**src/rtl/pipe_skid_reg.sv**
```systemverilog
// pipe_skid_reg -- one-stage valid/ready pipeline register with optional skid entry.
//
// SKID=1: two entries (main + skid). in_ready comes straight from a flop, so there
//         is no combinational path from out_ready back to in_ready.
// SKID=0: one entry. in_ready = !out_valid || out_ready (combinational).
//
// Ports
//   clk        rising-edge clock
//   rst        synchronous active-high reset
//   flush      drop every held entry and any same-cycle input
//   in_valid   upstream payload present
//   in_ready   stage can take in_data this cycle
//   in_data    upstream payload [DATA_W]
//   out_valid  out_data is valid
//   out_ready  downstream takes out_data this cycle
//   out_data   oldest held payload [DATA_W]
//   stall_cnt  saturating count of cycles with out_valid && !out_ready [STALL_W]
module pipe_skid_reg #(
    parameter int DATA_W  = 32,
    parameter int SKID    = 1,
    parameter int STALL_W = 16
) (
    input  logic               clk,
    input  logic               rst,
    input  logic               flush,
    input  logic               in_valid,
    output logic               in_ready,
    input  logic [DATA_W-1:0]  in_data,
    output logic               out_valid,
    input  logic               out_ready,
    output logic [DATA_W-1:0]  out_data,
    output logic [STALL_W-1:0] stall_cnt
);

    typedef enum logic [1:0] {
        ST_EMPTY = 2'd0,
        ST_BUSY  = 2'd1,
        ST_FULL  = 2'd2
    } state_t;

    state_t            state;
    state_t            state_nxt;
    logic [DATA_W-1:0] main_q;
    logic [DATA_W-1:0] skid_q;
    logic              accept;
    logic              fire;
    logic              ld_main_in;
    logic              ld_main_skid;
    logic              ld_skid;

    assign out_valid = (state != ST_EMPTY);
    assign out_data  = main_q;
    assign accept    = in_valid && in_ready;
    assign fire      = out_valid && out_ready;

    generate
        if (SKID != 0) begin : g_skid
            // Ready is precomputed from the next state so it is valid from the
            // flop output; it reads 0 while rst is applied.
            logic rdy_q;
            always_ff @(posedge clk) begin
                if (rst) rdy_q <= 1'b0;
                else     rdy_q <= (state_nxt != ST_FULL);
            end
            assign in_ready = rdy_q;
        end else begin : g_noskid
            assign in_ready = !out_valid || out_ready;
        end
    endgenerate

    // State register
    always_ff @(posedge clk) begin
        if (rst) state <= ST_EMPTY;
        else     state <= state_nxt;
    end

    // Next-state logic; flush wins over all handshakes
    always_comb begin
        state_nxt = state;
        if (flush) begin
            state_nxt = ST_EMPTY;
        end else begin
            case (state)
                ST_EMPTY: if (accept) state_nxt = ST_BUSY;
                ST_BUSY: begin
                    if (accept && !fire) begin
                        // Unreachable for SKID=0: accepting while full needs a fire
                        if (SKID != 0) state_nxt = ST_FULL;
                    end else if (fire && !accept) begin
                        state_nxt = ST_EMPTY;
                    end
                end
                ST_FULL:  if (fire) state_nxt = ST_BUSY;
                default:  state_nxt = ST_EMPTY;
            endcase
        end
    end

    // Load controls; nothing loads in a flush cycle so a discarded payload
    // never shows up on out_data.
    always_comb begin
        ld_main_in   = 1'b0;
        ld_main_skid = 1'b0;
        ld_skid      = 1'b0;
        if (!flush) begin
            case (state)
                ST_EMPTY: ld_main_in = accept;
                ST_BUSY: begin
                    if (accept && fire)  ld_main_in = 1'b1;
                    else if (accept) begin
                        if (SKID != 0)   ld_skid    = 1'b1;
                        else             ld_main_in = 1'b1;
                    end
                end
                ST_FULL:  ld_main_skid = fire;
                default:  ;
            endcase
        end
    end

    // Payload registers
    always_ff @(posedge clk) begin
        if (rst) begin
            main_q <= '0;
            skid_q <= '0;
        end else begin
            if (ld_main_in)        main_q <= in_data;
            else if (ld_main_skid) main_q <= skid_q;
            if (ld_skid)           skid_q <= in_data;
        end
    end

    // Back-pressure counter; survives flush, only rst clears it
    always_ff @(posedge clk) begin
        if (rst)
            stall_cnt <= '0;
        else if (out_valid && !out_ready && (stall_cnt != '1))
            stall_cnt <= stall_cnt + 1'b1;
    end

endmodule

```
**config.mk**
```make
export PLATFORM = sky130hd
export DESIGN_NAME = pipe_skid_reg
export DESIGN_NICKNAME = d
export VERILOG_FILES = /design/src/rtl/pipe_skid_reg.sv
export SDC_FILE = /design/constraint.sdc
export NUM_CORES = 1
export LEC_CHECK = 0
export CAP_MARGIN = 10
export CORE_MARGIN = 5
export CORE_UTILIZATION = 35
export CTS_CLUSTER_SIZE = 28
export DETAILED_ROUTE_END_ITERATION = 12
export HOLD_SLACK_MARGIN = 0.15
export SLEW_MARGIN = 40
export SYNTH_ARGS = -nofsm -noshare
export SYNTH_HDL_FRONTEND = slang
export SYNTH_SLANG_ARGS = --single-unit
export TNS_END_PERCENT = 30
```
**constraint.sdc**
```tcl
create_clock -name clk -period 3.8 [get_ports clk]
set_input_delay 0.76 -clock clk [delete_from_list [all_inputs] [get_ports clk]]
set_output_delay 0.76 -clock clk [all_outputs]
set_load 0.005 [all_outputs]
```
After elaboration in Yosys (flattened, before gate mapping)
Index checks and enable logic that the tools add are counted.
{"block": "op_classes", "n_addsub": 1, "eq_ne": 4, "n_mux": 17, "n_reduce_logical": 13}
{"operator": "$mux W32", "count": 2}
{"operator": "$add A16 B1 Y16 const B", "count": 1}
{"operator": "$ne A16 B16 Y1 const B", "count": 1}
{"operator": "$mux W2", "count": 5}
{"operator": "$mux W1", "count": 8}
{"operator": "$logic_and A1 B1 Y1", "count": 7}
{"operator": "$pmux W2 S3", "count": 1}
{"operator": "$reduce_bool A2 Y1", "count": 2}
{"operator": "$logic_not A1 Y1", "count": 3}
{"operator": "$eq A2 B1 Y1 const B", "count": 1}
{"operator": "$eq A2 B2 Y1 const B", "count": 1}
{"operator": "$logic_not A2 Y1", "count": 1}
{"operator": "$ne A2 B2 Y1 const B", "count": 1}
{"operator": "$pmux W1 S2", "count": 1}
{"block": "totals", "register_bits": 83, "in_bits": 37, "output_inout_bits": 50, "word_cells": 40}

Longest topological paths before layout
{"block": "depth", "depth_word": 8, "mapped_depth": 6, "mapped_depth_nobuf": 5}

Worst setup path after synthesis
No wires, ideal clock.
{"block": "synth_path", "path_kind": "in2reg", "start": "input port out_ready", "end": "register stall_cnt[13]", "setup_ps": 70, "arrival_time_ps": 1987, "required_ps": 3730, "path_slack_ps": 1742, "stages": 4, "n_path_buf": 0, "path_cell_list": "o21bai_4 -> or4_4 -> or4_1 -> a21oi_1"}
{"block": "synth_via", "elab_chain_cells": 3}
{"element": "start: declaration", "line_no": "30", "rtl": "input logic out_ready,"}
{"element": "$logic_not A1 Y1", "line_no": "137", "rtl": "else if (out_valid && !out_ready && (stall_cnt != '1))"}
{"element": "$logic_and A1 B1 Y1 (2 in a row)", "line_no": "137"}
{"element": "end signal: assignment", "line_no": "138", "rtl": "stall_cnt <= stall_cnt + 1'b1;"}
{"element": "end: declaration", "line_no": "32", "rtl": "output logic [STALL_W-1:0] stall_cnt"}
No other way between the ends.
A chain may end at the register's enable or synchronous reset.

Worst setup path after layout
{"block": "layout_path", "start": "input port out_ready", "end": "register main_q[30], in the netlist out_data[30]"}
{"block": "layout_via", "elab_chain_cells": 6, "word_cells_on_any_way": 9, "classes_between": "mux (6); reduce/logical (3)"}
{"element": "$logic_and A1 B1 Y1 *", "line_no": "54", "rtl": "assign fire = out_valid && out_ready;"}
{"element": "$logic_and A1 B1 Y1", "line_no": "109", "rtl": "if (accept && fire) ld_main_in = 1'b1;"}
{"element": "$mux W1", "line_no": "109"}
{"element": "$pmux W1 S2", "line_no": "106", "rtl": "case (state)"}
{"element": "$mux W1", "line_no": "105", "rtl": "if (!flush) begin"}
{"element": "$mux W32 / $reduce_bool A2 Y1 (equally long branches)"}
{"element": "end signal: assignment", "line_no": "127", "rtl": "if (ld_main_in) main_q <= in_data;"}
{"element": "end signal: assignment", "line_no": "128", "rtl": "else if (ld_main_skid) main_q <= skid_q;"}
{"element": "end: declaration", "line_no": "43", "rtl": "logic [DATA_W-1:0] main_q;"}
Every way passes the cells marked *; elsewhere a longest branch is shown, timed or not.

==> out/results.tsv <==
metric	value	unit
fin_skew	0.0108	ns
clock.fmax	0.398	GHz
die_w	110	µm
post-route-min-period	2.51	ns
cts-root-buf	clkbuf_8	
gr-usage-all-layers	15.1	%
grt_pass1_vias	2864	
hold_violations	0	
floorplan.initialDensity	35.9	%
htree_levels	3	
synthArstFlopShare	0	%
synth_fp_nets	435	
required	4.01	ns
fin_nets	510	
grt_pass1_wl	14.4	mm
grt_max_degree	65	
overflow	0	
tightest_slew	0.652	ns
worstPathArrival	2.72	ns
gp_congestion	0.759	
synth.distinct_cells	41	
rows	36	
tns	0	ns
syn_avg_cell_area	8.84	µm²
drive_above_1_share	7.76	%
holdBufCountCts	0	
worstSetupPathType	in -> reg	
die_area	12100	µm²
cts_tree	done	
area_growth	32.9	%
drc	0	
antenna_found_initial	0	
vias_per_cell	5.01	
peakVddDrop	0.000149	V
numCtsBuffers	9	
cts_resized	0	
dr.pass1.iters	4	
clock-sinks	83	
fin_ws	1.29	ns
cap_viol_max_count	0	
diodes	0	
synthesis.area	3510	µm²
cp-end-kind	register	
worst_setup_path_start_kind	input pin	
drtIter0Drc	88	
synth_edf_count	0	
io_buffers	86	
synth_warnings	0	
dp_hpwl	6.04	mm
fillCellCount	961	
finalWirelength	9.05	mm
status	completed	
synthFlopType	dfxtp_1	
cts_buffer_depth	2	
crit_fanout	64	
fin_crit_sh	66.1	%
ant_nets	0	
path_clk_slew	0.10	ns
setup_viol	0	
multi_input_area	1730	µm²
core_area	9770	µm²
regArea	1660	µm²
yosys_register_bits	83	
grt_setup_unrepaired	no	
num_vias	3056	
synth_cells	397	
slew_headroom	56.5	%
min_path_type	reg -> reg	
ys_seq_area_share	47.3	%
clock_latency	0.35	ns
io_pins	87	
drv_slew	0	
wl_per_cell	14.8	µm
power.density	358	nW/µm²
die_h	110	µm
pre_cts_slack	0.933	ns
post_cts_buffers	0	
p_leak	1.51	nW
## metrics by stage
stage               hold slack, ns  util [%]  total power, mW  cell area [µm²]  std cells
finish                       0.456      47.7             1.67             4670        610
global route                 0.476      47.7             1.74             4670        610
CTS                          0.459      47.7             1.70             4670        610
detailed placement           0.446      45.8             1.07             4470        594
global placement             0.441      45.8             1.07             4470        594
floorplan                    0.436         -            0.971             3510        397
## layout by cell type, fill, tap and decap left out, types with 2 or more instances in the layout
| cell | instances |
|---|---|
| nor2b_1 | 6 |
| a211oi_1 | 34 |
| a21oi_1 | 41 |
| dfxtp_1 | 83 |
| clkinv_4 | 2 |
| o21ai_0 | 2 |
| nor2_1 | 44 |
| nand3_1 | 4 |
| nor3_1 | 5 |
| clkdlybuf4s50_1 | 85 |
| nand4_1 | 3 |
| mux2i_1 | 34 |
| clkbuf_8 | 10 |
| or3_1 | 2 |
| buf_4 | 6 |
| or4_1 | 3 |
| a311oi_1 | 2 |
| inv_6 | 3 |
| o31ai_1 | 4 |
| nor4_1 | 4 |
| mux2_2 | 5 |
| nand2_1 | 71 |
| nand2b_1 | 2 |
## where the power goes
group          internal, mW  switching, mW  total [mW]
Sequential            0.889         0.0121       0.901
Clock                 0.270          0.353       0.623
Combinational        0.0858         0.0611       0.147
## logic make-up (layout without fill, tap and decap cells)
kind of cell    count (synthesis)  count (layout)  synth area share (%)
compound gates                 88              88                  16.3
simple gates                  156             156                  21.0
xor+xnor                        1               1                 0.250
buf+inv                        29             109                  3.53
mux                            39              39                  11.3
flops                          83              83                  47.3
fa+ha+maj                       1               1                 0.356
## synth_stat cells (all sizes together) (2+ instances only)
cell / instances / share of area [%]
and3b: 2 / 0.50
a21oi: 41 / 5.8
nand2b: 2 / 0.36
or4: 4 / 0.96
o21ai: 2 / 0.29
o31ai: 4 / 0.86
mux2: 5 / 1.6
nor4: 5 / 1.3
dfxtp: 83 / 47
nand2: 71 / 7.6
nor3: 5 / 0.71
nand3: 5 / 0.86
a211oi: 34 / 7.3
mux2i: 34 / 9.7
or3: 2 / 0.36
nand4: 4 / 1.1
nor2: 44 / 4.7
nor2b: 6 / 1.1
clkbuf: 17 / 1.8
a311oi: 2 / 0.50
buf: 11 / 1.6
## state kept, by name, indices dropped and copies added, names as in the netlist
signal     count
out_data      32
skid_q        32
in_ready       1
stall_cnt     16
state          2
## path summary, 6_finish.rpt
kind	endpoint	startpoint	depth (start not counted)	slack, ns
max reg2reg	stall_cnt[0]$_SDFFE_PP0P_	stall_cnt[0]$_SDFFE_PP0P_	5	1.75
min reg2reg	skid_q[27]$_SDFFE_PP0P_	skid_q[27]$_SDFFE_PP0P_	2	0.46
min	skid_q[27]$_SDFFE_PP0P_	skid_q[27]$_SDFFE_PP0P_	2	0.46
max	out_data[30]$_SDFFE_PP0P_	out_ready	6	1.29
## area by class of cell
type	instances	area share, %
multi-input combinational	285	37.0
sequential	83	35.6
timing repair buffer	92	19.6
tap	133	3.57
clock buffer	10	2.95
clock inverter	6	1.18
inverter	1	0.0804
## per-layer routing
layer / track usage [%] / up-vias / wire, µm
met5: 0 / - / 0
met2: 22.7 / 83 / 3890
met4: 5.01 / 0 / 118
met3: 3.67 / 11 / 667
met1: 21.2 / 1407 / 4370
li1: - / 1555 / -
## worst max-delay path: stages
cell and delay [ns]:
clkdlybuf4s50_1 0.59, or2b_1 0.16, or4b_2 0.58, buf_4 0.35, nor2_1 0.19, a211oi_1 0.07
(Power assumes the default switching activity.)
==> RTL change (config.mk and constraints unchanged) <==
The 3 states of `state_t` get a one-hot encoding in 3 bits.
--- a/src/rtl/pipe_skid_reg.sv
+++ b/src/rtl/pipe_skid_reg.sv
@@ -34,6 +34,6 @@
 
-    typedef enum logic [1:0] {
-        ST_EMPTY = 2'd0,
-        ST_BUSY  = 2'd1,
-        ST_FULL  = 2'd2
+    typedef enum logic [2:0] {
+        ST_EMPTY = 3'b001,
+        ST_BUSY  = 3'b010,
+        ST_FULL  = 3'b100
     } state_t;
Check against the original RTL: same outputs for any inputs over 10 cycles, from zero or initial values and one cycle with rst high; not proved beyond that.
==> RTL change against the original RTL <==
Sequential cell count increased by 1. Routed wire length increased by 3.6%. Power increased by 9.8%. Sequential power increased by 2%. Setup slack got worse by 0.20 ns. Cell area increased by 4.7%. Core utilization about the same. Synthesized area increased by 3.3%. Critical endpoint is now out_data[29].
==> RTL change: results (changes against the original RTL) <==
power:
  clk-power_mw: 0.760  # +22%
  power.internal_mw: 1.43  # +15%
  ir_worst_vdd_mv: 0.200  # +34%
  leakagePower_nw: 1.58  # +4.4%
  powerSeq_mw: 0.915  # +2%
grt:
  grt_max_degree: 52  # -20%
  grt_util_met3_pct: 4.95  # +1.3 points
  grtUsageMet1_pct: 18.9  # -2.3 points
  grt_usage_pct: 14.8  # -0.27 points
  grt_pass1_wl_mm: 15.6  # +8.9%
  grt_pass1_vias: 3179  # +11%
  met2_usage_pct: 24.1  # +1.4 points
worst_hold_path:
  min_path_type: "reg -> reg"
  hold-path-cell-count: 2  # unchanged
  min_from: "skid_q[28]"
timing:
  clock_skew_ns: 0.00868  # -0.00207 ns
place:
  place_congestion: 0.793  # +4.5%
  dpl_cell_area_sq_um: 4640  # +3.8%
  hpwl_mm: 6.19  # +2.5%
  port_buffers: 86  # unchanged
critical_path:
  critPathArrivalTime_ns: 2.96  # +0.24 ns
  r2r-start: "state[0]"
  r2r-end: "out_data[29]"
  cp_max_fo: 26  # -59%
  critPathLaunch: "out_ready"
  crit_end: "out_data[29]"
  reg2reg_slack_ns: 1.62  # -0.13 ns
logic_synthesis:
  synthTopCellsByArea: "dfxtp_1 46%, mux2i_1 9.1%, nand2_1 7.3%"
  async_reset_ff_share_pct: 0  # unchanged
  syn_area_sq_um: 3630  # +3.3%
  syn_nets: 456  # +4.8%
  ys_types: 42  # +2.4%
  ys_top_cells_by_count: "84 x dfxtp_1, 71 x nand2_1, 47 x nor2_1, 39 x a21oi_1, 35 x a211oi_1"
  yosysSeqAreaShare_pct: 46.4  # -0.97 points
  synth_compound_area_share_pct: 15.7  # -0.63 points
  muxShareOfSynthArea_pct: 11.9  # +0.60 points
  synthAdderAreaFrac_pct: 0.345  # -0.011 points
route:
  wl_met3_microns: 620  # -7.0%
  avgRoutedWirePerCell_microns: 14.9  # +0.17%
  drtIter0Drc: 139  # +58%
  drtPass1Iterations: 4  # unchanged
  met1_length_mm: 4.32  # -1.2%
  routed-via-count: 3250  # +6.3%
layout:
  drive_gt1_share_pct: 7.88  # +0.12 points
  nets: 528  # +3.5%
clocking:
  path_clk_slew_ns: 0.08  # -0.02 ns
status:
  status: "completed"
RTL change: worst max-delay path, stage by stage:
cell and delay (ns):
clkdlybuf4s50_1 0.69, nand3b_1 0.15, a2111o_2 0.70, buf_16 0.24, buf_16 0.17, a211oi_1 0.23
RTL change: final cells by class:
class / count / area [sq um]
Clock inverter: 6 / 113
Tap cell: 136 / 170
Multi-Input combinational cell: 297 / 1810
Clock buffer: 10 / 128
Sequential cell: 84 / 1680
Inverter: 6 / 22.5
Fill cell: 982 / 5350
Timing Repair Buffer: 92 / 956
RTL change: through the flow:
| step | setup WS (ns) | hold WS [ns] | instances | total power, mW |
|---|---|---|---|---|
| 4_1_cts | 1.11 | 0.461 | 631 | 1.85 |
| 2_1_floorplan | 1.73 | 0.436 | 418 | 0.991 |
| 3_5_place_dp | 0.749 | 0.450 | 615 | 1.10 |
| 6_report | 1.09 | 0.458 | 631 | 1.84 |
| 5_1_grt | 0.975 | 0.479 | 631 | 1.90 |
| 3_3_place_gp | 0.821 | 0.441 | 613 | 1.09 |
